===== src/rtl/t07_fpu_pkg.sv =====
`default_nettype none
// ============================================================================
// Module   : t07_fpu_pkg
// Purpose  : Shared FPU constants and types. Holds the float field layout,
//            the exponent bias and the fixed-to-float converter state encoding.
// Revision : 1.0  initial release
// ============================================================================
package t07_fpu_pkg;

  // IEEE-754 single-precision field widths, shared with the float-to-fixed path
  localparam int SIGN_W = 1;
  localparam int EXP_W  = 8;
  localparam int MANT_W = 23;
  localparam int FLT_W  = SIGN_W + EXP_W + MANT_W;

  // Fixed-point operand: unsigned Q9.23
  localparam int FIX_W     = 32;
  localparam int FRAC_BITS = 23;

  // Exponent bias and the exponent corresponding to a leading one in bit 31.
  // Bit 31 of a Q9.23 word weighs 2^(31-FRAC_BITS) = 2^8, hence BIAS + 8.
  localparam int BIAS     = 127;
  localparam int EXP_INIT = BIAS + (FIX_W - 1 - FRAC_BITS);

  // Number of low shift-register bits dropped when the mantissa is taken
  // from a normalized word (truncation toward zero).
  localparam int DROP_BITS = FIX_W - 1 - MANT_W;

  typedef enum logic [1:0] {
    IDLE = 2'd0,
    NORM = 2'd1,
    DONE = 2'd2
  } fix2flt_state_t;

  typedef struct packed {
    logic              sign;
    logic [EXP_W-1:0]  exponent;
    logic [MANT_W-1:0] mantissa;
  } float_t;

  // Assemble a float word from its fields
  function automatic float_t pack_float(input logic              sign,
                                        input logic [EXP_W-1:0]  exponent,
                                        input logic [MANT_W-1:0] mantissa);
    float_t f;
    f.sign     = sign;
    f.exponent = exponent;
    f.mantissa = mantissa;
    return f;
  endfunction

endpackage : t07_fpu_pkg
`default_nettype wire


===== src/rtl/t07_fpu_fixtofloat.sv =====
`default_nettype none
// ============================================================================
// Module   : t07_fpu_fixtofloat
// Purpose  : Converts an unsigned Q9.23 magnitude plus sign into an IEEE-754
//            single. Normalizes iteratively (one left shift per cycle) behind
//            valid/ready handshakes; mantissa is truncated toward zero.
// Revision : 1.0  initial release
// ============================================================================
module t07_fpu_fixtofloat
  import t07_fpu_pkg::*;
(
  input  logic             clk,
  input  logic             rst,
  input  logic             in_valid,
  output logic             in_ready,
  input  logic [FIX_W-1:0] in_fixed,
  input  logic             in_sign,
  output logic             out_valid,
  input  logic             out_ready,
  output logic [FLT_W-1:0] out_float,
  output logic             busy
);

  localparam logic [EXP_W-1:0] C_EXP_INIT = EXP_W'(EXP_INIT);
  localparam logic [EXP_W-1:0] C_EXP_ONE  = EXP_W'(1);

  fix2flt_state_t   state_q, state_d;
  logic [FIX_W-1:0] shreg_q, shreg_d;
  logic [EXP_W-1:0] exp_q, exp_d;
  logic             sign_q, sign_d;
  float_t           out_float_q, out_float_d;

  // State register and datapath flops; reset aborts any conversion in flight
  always_ff @(posedge clk or posedge rst) begin
    if (rst) begin
      state_q     <= IDLE;
      shreg_q     <= '0;
      exp_q       <= '0;
      sign_q      <= 1'b0;
      out_float_q <= '0;
    end else begin
      state_q     <= state_d;
      shreg_q     <= shreg_d;
      exp_q       <= exp_d;
      sign_q      <= sign_d;
      out_float_q <= out_float_d;
    end
  end

  // Next-state and datapath: load on accept, shift until bit 31 is set, pack
  always_comb begin
    state_d     = state_q;
    shreg_d     = shreg_q;
    exp_d       = exp_q;
    sign_d      = sign_q;
    out_float_d = out_float_q;

    case (state_q)
      IDLE: begin
        if (in_valid) begin
          sign_d  = in_sign;
          shreg_d = in_fixed;
          exp_d   = C_EXP_INIT;
          if (in_fixed == '0) begin
            // Zero has no leading one; emit a signed zero directly
            out_float_d = pack_float(in_sign, '0, '0);
            state_d     = DONE;
          end else begin
            state_d = NORM;
          end
        end
      end

      NORM: begin
        if (shreg_q[FIX_W-1]) begin
          // Hidden bit is bit 31; the next 23 bits form the mantissa,
          // everything below is discarded (round toward zero)
          out_float_d = pack_float(sign_q, exp_q, shreg_q[FIX_W-2:DROP_BITS]);
          state_d     = DONE;
        end else begin
          // Exponent cannot underflow: at most 31 shifts from 135 ends at 104
          shreg_d = shreg_q << 1;
          exp_d   = exp_q - C_EXP_ONE;
        end
      end

      DONE: begin
        if (out_ready) begin
          state_d = IDLE;
        end
      end

      default: begin
        state_d = IDLE;
      end
    endcase
  end

  // Handshake outputs decode registered state only, so there is no
  // combinational path from in_valid or out_ready
  assign in_ready  = (state_q == IDLE);
  assign out_valid = (state_q == DONE);
  assign busy      = (state_q != IDLE);
  assign out_float = out_float_q;

endmodule : t07_fpu_fixtofloat
`default_nettype wire


===== config.mk =====
export PLATFORM = sky130hd
export DESIGN_NAME = t07_fpu_fixtofloat
export DESIGN_NICKNAME = d
export VERILOG_FILES = /design/src/rtl/t07_fpu_pkg.sv /design/src/rtl/t07_fpu_fixtofloat.sv
export SDC_FILE = /design/constraint.sdc
export NUM_CORES = 1
export LEC_CHECK = 0
export BUFFER_PORTS_ARGS = -buffer_cell sky130_fd_sc_hd__buf_2
export CAP_MARGIN = 20
export CORE_MARGIN = 3
export CORE_UTILIZATION = 36
export DETAILED_ROUTE_END_ITERATION = 10
export GPL_TIMING_DRIVEN = 0
export RECOVER_POWER = 100
export SLEW_MARGIN = 5
export SYNTH_ARGS = -nofsm -noshare
export SYNTH_HDL_FRONTEND = slang
export SYNTH_SLANG_ARGS = --single-unit

===== constraint.sdc =====
create_clock -name clk -period 3.7 [get_ports clk]
set_input_delay 0.74 -clock clk [delete_from_list [all_inputs] [get_ports clk]]
set_output_delay 0.74 -clock clk [all_outputs]
set_load 0.02 [all_outputs]

==> results.cfg, run 1 <==
[global_route]
grt_max_degree = 43
grt_pass1_vias = 2485
track_usage_pct = 16.3
grt_pass1_wl_mm = 12.7
grt_overflow_total = 0
antenna_found_initial = 0

[route]
first_pass_iters = 4
drcViolationCount = 0
postRouteAntennaNets = 0
drt-total-wl_mm = 7.50
wire_per_inst_um = 15.8
routed_via_density = 5.21
vias = 2475
drt-initial-drc-count = 159

[synth]
ys_types = 32
syn_avg_cell_area_um2 = 11.1
ys_seq_area_share_pct = 60.1
ys.flop_type = dfrtp_1
syn-num-nets = 320
yosys.area.top_type = dfrtp_1
synth-seq-cells = 75
synth_top_area_share_pct = 60.1
synth_cells = 282
synth_edf_count = 0
synth_area_um2 = 3120
async_reset_ff_share_pct = 100
synth.area.top_cells = dfrtp_1, a22o_1, nand2_1, a22oi_1, buf_2
ys_warn_count = 0

[finish]
drive_gt1_share_pct = 16.3
multiInputGateArea_um2 = 1100
seqCellArea_um2 = 1880
fill_cells = 833
layout.nets = 403
synthToLayoutAreaGrowth_pct = 19.5
final_cell_area_um2 = 3730

[die]
io_pins = 72
die_y_um = 99.2
dieArea_um2 = 9830
rows = 33
initial_core_util_pct = 37.5
core_area_um2 = 8340
fp.dieW_um = 99.2

[place]
gp_congestion = 0.831
io_buffers = 71
hpwl_mm = 5.43
placed_area_um2 = 3630

[cts]
cts_buffer_depth = 2
ctsResizeCount = 0
cts_tree = done
cts_sinks = 75
clock_latency_ps = 340
postCtsSetupBuffers = 0
htreeDepth = 3
ctsHoldBuffers = 0
clockRootBuffer = clkbuf_8
numCtsBuffers = 9
clk_pin_slew_ps = 70

[critical_path]
crit_start = rst
cp_top_family = buffers and inverters
critPathCapture = sign_q
cp.arrival_ps = 2610
critPathCaptureType = async pin
r2r_start = state_q[0]
critPathKind = in -> async
r2r_slack_ps = 1490
cp.required_ps = 4010
path_max_fanout = 42
path_cells = clkbuf_1 -> clkinvlp_2 -> clkbuf_2
slowest_delay_ps = 940
crit_cells = 3
worstReg2RegEnd = shreg_q[25]
reg2regPathDepth = 6
crit_buf_inv = 3
cp-start-kind = primary input
cp_slowest_cell = clkbuf_2

[timing]
max-slew-margin-rel_pct = 3.62
setup_viol = 0
fmax_mhz = 435
rsz0062_at_grt = false
period_share_pct = 62.2
hold_violations = 0
worstMarginPinSlew_ps = 1440
whs_ps = 479
fin_worst_skew_ps = 9.48
slew_violations = 0
period_needed_ps = 2300
fin_tns_setup_ps = 0

[run_status]
outcome = complete, no violations

[min_path]
hp-start = sign_q
hp-class = reg -> reg

[power]
fin_total_pwr_mw = 3.32
p_per_area_nw_per_um2 = 890
cellLeakagePower_nw = 1.80
ir_worst_vdd_uv = 343

[flow_run]
drv_cap = 0
-- sequential cells by signal, indices dropped and copies added, names as in the netlist --
register	flops
out_float	32
shreg_q	32
exp_q	8
state_q	2
sign_q	1
-- cells by family (layout without fill, tap and decap cells) --
| kind of cell | after synthesis | after routing | synth area share, % |
|---|---|---|---|
| xor+xnor | 5 | 5 | 1.40 |
| simple gates | 99 | 99 | 14.7 |
| mux | 3 | 3 | 1.04 |
| flops | 75 | 75 | 60.1 |
| buf+inv | 25 | 112 | 3.76 |
| other cells | 0 | 1 | 0 |
| compound gates | 74 | 74 | 18.6 |
| fa+ha+maj | 1 | 1 | 0.400 |
-- routing by layer --
layer / part of all wire (%) / vias up / global-route usage, %
met4: 1.3 / 0 / 5.78
met3: 7.4 / 10 / 4.28
met1: 48 / 1198 / 23.9
met2: 43 / 82 / 23.3
li1: - / 1185 / -
met5: 0 / - / 0
-- power breakdown --
group	total [mW]	switching [mW]	internal, mW	leakage (nW)
combinational	1.25	0.788	0.460	0.767
clock	0.666	0.291	0.375	0.106
sequential	1.41	0.244	1.17	0.927
-- cell usage after synthesis, types with 3 or more instances --
cell / instances
a21oi_1: 5
a22o_1: 32
a22oi_1: 29
buf_2: 16
dfrtp_1: 75
inv_1: 6
nand2_1: 64
nor2_1: 10
nor3_1: 3
nor4_1: 9
o21ai_0: 3
xnor2_1: 4
-- worst min path at each step --
stage,end,slack (ps),cells after the start
finish,sign_q,480,2
detailed placement,sign_q,460,2
CTS,out_float[11],400,2
global placement,sign_q,450,2
global route,sign_q,510,2
floorplan,sign_q,440,2
-- metrics by stage --
stage,setup WS [ps],utilization [%],std cells
detailed placement,1290,43.6,459
global placement,115,43.3,458
CTS,1660,46.0,474
global route,953,44.7,474
floorplan,1050,-,282
finish,1400,44.8,475
-- tightest hold or removal path, cell delays in order, from the launching register on --
cell	delay [ps]
dfrtp_1	340
nand2_1	50
nand2_1	60
-- placed cells by master, fill, tap and decap left out --
cell	n
o211ai_1	2
a22oi_1	29
clkinv_4	1
xor2_1	1
mux2_2	2
a221o_1	1
nand2_1	64
nand4_1	2
o22a_1	1
nor3_2	1
and3_1	1
bufinv_16	2
inv_1	5
mux2i_1	1
nor2b_2	1
nand2b_1	2
clkinvlp_2	1
a22o_1	32
xnor2_1	4
clkbuf_2	1
nor3b_1	2
clkinv_2	2
a21oi_1	5
clkbuf_1	51
diode_2	1
buf_2	40
nor3_1	4
nor2_1	11
ha_1	1
nor4_1	9
dfrtp_1	75
o21ai_0	4
and2_1	2
clkbuf_8	9
-- area by class of cell --
type | instances | area share (%)
Sequential cell | 75 | 50.3
Multi-Input combinational cell | 182 | 29.5
Timing Repair Buffer | 72 | 8.41
Tap cell | 105 | 3.52
Clock buffer | 10 | 3.42
Clock inverter | 5 | 2.11
Buffer | 19 | 2.11
Inverter | 6 | 0.637
Antenna cell | 1 | 0.0670
Note: power is estimated with default switching activity, not from simulation.
==> inputs of run 2 (changes only) <==
- ABC_AREA: unset -> 1
- clock period: 3.7 -> 2.1 ns (I/O delays scaled with it)
==> run 2 against run 1 <==
- sequential power is 71% higher
- register-to-register slack worse by 1200 ps
- worst hold slack worse by 170 ps
- die area is 9.8% higher
==> results.cfg, run 2 <==
[run_status]
outcome = complete, no violations

[power]
swShare_pct = 41.9
fin_total_pwr_mw = 6.69
p_comb_share_pct = 40.3
internal_power_mw = 3.89
clockPowerShare_pct = 23.7
p_per_area_nw_per_um2 = 1590
power.switching_mw = 2.80
p_seq_share_pct = 36.0
cellLeakagePower_nw = 2.07
ir_worst_vdd_uv = 485

[place]
gp_congestion = 0.799
hpwl_mm = 6.47
placed_area_um2 = 4010
pre_cts_ws_ps = 87.6
io_buffers = 71

[synth]
synth-seq-cells = 75
synth_top_area_share_pct = 54.4
synth-simple-area-share_pct = 31.2
yosys.area.top_type = dfrtp_1
synth_area_um2 = 3450
ys_warn_count = 0
async_reset_ff_share_pct = 100
syn-num-nets = 440
synth_edf_count = 0
synthMuxAreaShare_pct = 0
synth_cells = 402
ys.flop_type = dfrtp_1
syn_avg_cell_area_um2 = 8.58
synth_most_common_cell = nand2_1
synth_xor_area_share_pct = 0
ys_types = 28
synth_common_cells = nand2_1, dfrtp_1, nand3_1
synth_top_family_by_area = simple AND/OR/NAND/NOR gates
synth.area.top_cells = dfrtp_1, nand2_1, nand4_1, nand3_1, inv_1
ys_seq_area_share_pct = 54.4
synth_fa_ha_area_share_pct = 0.363
synth-compound-area-share_pct = 7.14

[finish]
drive_gt1_share_pct = 14.0
final_cell_area_um2 = 4210
num_antenna_cells = 0
layout_commonest_cell = nand2_1
synthToLayoutAreaGrowth_pct = 22.0
layout.nets = 525
final_cell_mix = nand2_1, dfrtp_1, clkbuf_1

[die]
initial_core_util_pct = 37.2
io_pins = 72
rows = 35
fp.dieW_um = 104
core_area_um2 = 9280
dieArea_um2 = 10800
die_y_um = 104

[cts]
clock_latency_ps = 350
cts_buffer_depth = 2
clk_pin_slew_ps = 80
clockRootBuffer = clkbuf_8
ctsResizeCount = 0
numCtsBuffers = 9
cts_tree = done
htreeDepth = 3
cts_sinks = 75

[timing]
hold_violations = 0
worstMarginPinSlew_ps = 991
setup_ws_ps = 241
slew_violations = 0
max-slew-margin-rel_pct = 34.0
rsz0062_at_grt = false
setup_viol = 0
period_needed_ps = 1860
fin_tns_setup_ps = 0
fin_worst_skew_ps = 11.3
fmax_mhz = 538
period_share_pct = 88.5

[critical_path]
r2r_slack_ps = 240
critPathKind = reg -> reg
path_max_fanout = 10
r2r_start = state_q[0]
critPathCaptureType = flop
cp_top_family = simple AND/OR/NAND/NOR gates
crit_start = state_q[0]
cp-start-kind = flop
slowest_delay_ps = 420
cp.arrival_ps = 2090
cp.required_ps = 2330
crit_buf_inv = 3
cp_slowest_cell = dfrtp_1
path_cells = nor2_1 -> inv_2 -> or2_1 -> clkbuf_1 -> nand2_2 -> nor2_1 -> nand2_4 -> buf_6 -> nand2_1 -> nand2_1

[route]
drcViolationCount = 0
first_pass_iters = 4
routed_via_density = 4.95
vias = 3072
drt-total-wl_mm = 9.04
drt-initial-drc-count = 203
postRouteAntennaNets = 0
wire_per_inst_um = 14.6

[global_route]
antenna_found_initial = 0
grt_pass1_vias = 3048
track_usage_pct = 17.0
grt_overflow_total = 0
grt_max_degree = 40
grt_pass1_wl_mm = 14.9

[min_path]
hp-start = in_fixed[25]
hp-class = in -> reg

[flow_run]
drv_cap = 0
[run 2: changes by cell type in the layout (fill, tap and decap cells not counted), sizes merged, moves of 9 or more]
cell	change
a22o	-31
inv	+24
nand3	+36
nor4	-9
nand2	+68
o21ai	+10
o221ai	+11
a22oi	-27
nor2	+19
nand4	+29
[run 2: cells by family (layout without fill, tap and decap cells)]
family | count (synthesis) | after routing
and+or+nand+nor | 235 | 235
DFF | 75 | 75
buffers and inverters | 54 | 144
AOI/OAI and AO/OA | 37 | 37
adders and majority gates | 1 | 1
[run 2: area by class of cell]
class	instances	area, um^2
multi-input combinational	273	1300
clock buffer	9	124
tap	129	161
buffer	24	123
timing repair buffer	74	345
sequential	75	1880
inverter	30	114
fill	997	5070
clock inverter	7	164
[run 2: worst min-delay path: stages]
cell	delay, ps
buf_2	90
nand2_1	50
nand3_1	60
[run 2: worst paths after layout]
path / cells past startpoint / end
setup / recovery: 10 / out_float[10]
hold / removal: 3 / shreg_q[25]
setup reg to reg: 10 / out_float[10]
hold reg to reg: 2 / out_float[18]
max in group asynchronous: 5 / out_float[10]
min in group asynchronous: 3 / out_float[29]
[run 2: metrics by stage]
| step | util, % | std cells | hold WS [ps] |
|---|---|---|---|
| global placement | 42.8 | 602 | 453 |
| CTS | 46.4 | 621 | 298 |
| global route | 45.4 | 621 | 312 |
| floorplan | - | 402 | 452 |
| finish | 45.4 | 621 | 307 |
| detailed placement | 43.2 | 604 | 305 |
[run 2: per-layer routing]
layer / part of all wire [%] / vias up / GRT usage (%)
li1: - / 1515 / -
met1: 46 / 1444 / 23.7
met2: 46 / 94 / 26.6
met3: 5.6 / 19 / 2.73
met4: 1.9 / 0 / 6.55
met5: 0 / - / 0
[run 2: power groups by stage]
stage | clock, mW | sequential (mW) | combinational [mW]
final | 1.58 | 2.41 | 2.69
after global routing | 1.67 | 2.48 | 3.00
after CTS | 1.61 | 2.41 | 2.85
after detailed placement | 0 | 2.44 | 2.83
after global placement | 0 | 2.42 | 2.78
after floorplan | 0 | 2.65 | 1.72
[run 2: timing repair]
item                                   CTS  global route
endpoints found under the hold margin    1             0
hold buffers                             1             0
buffers inserted                         0             0
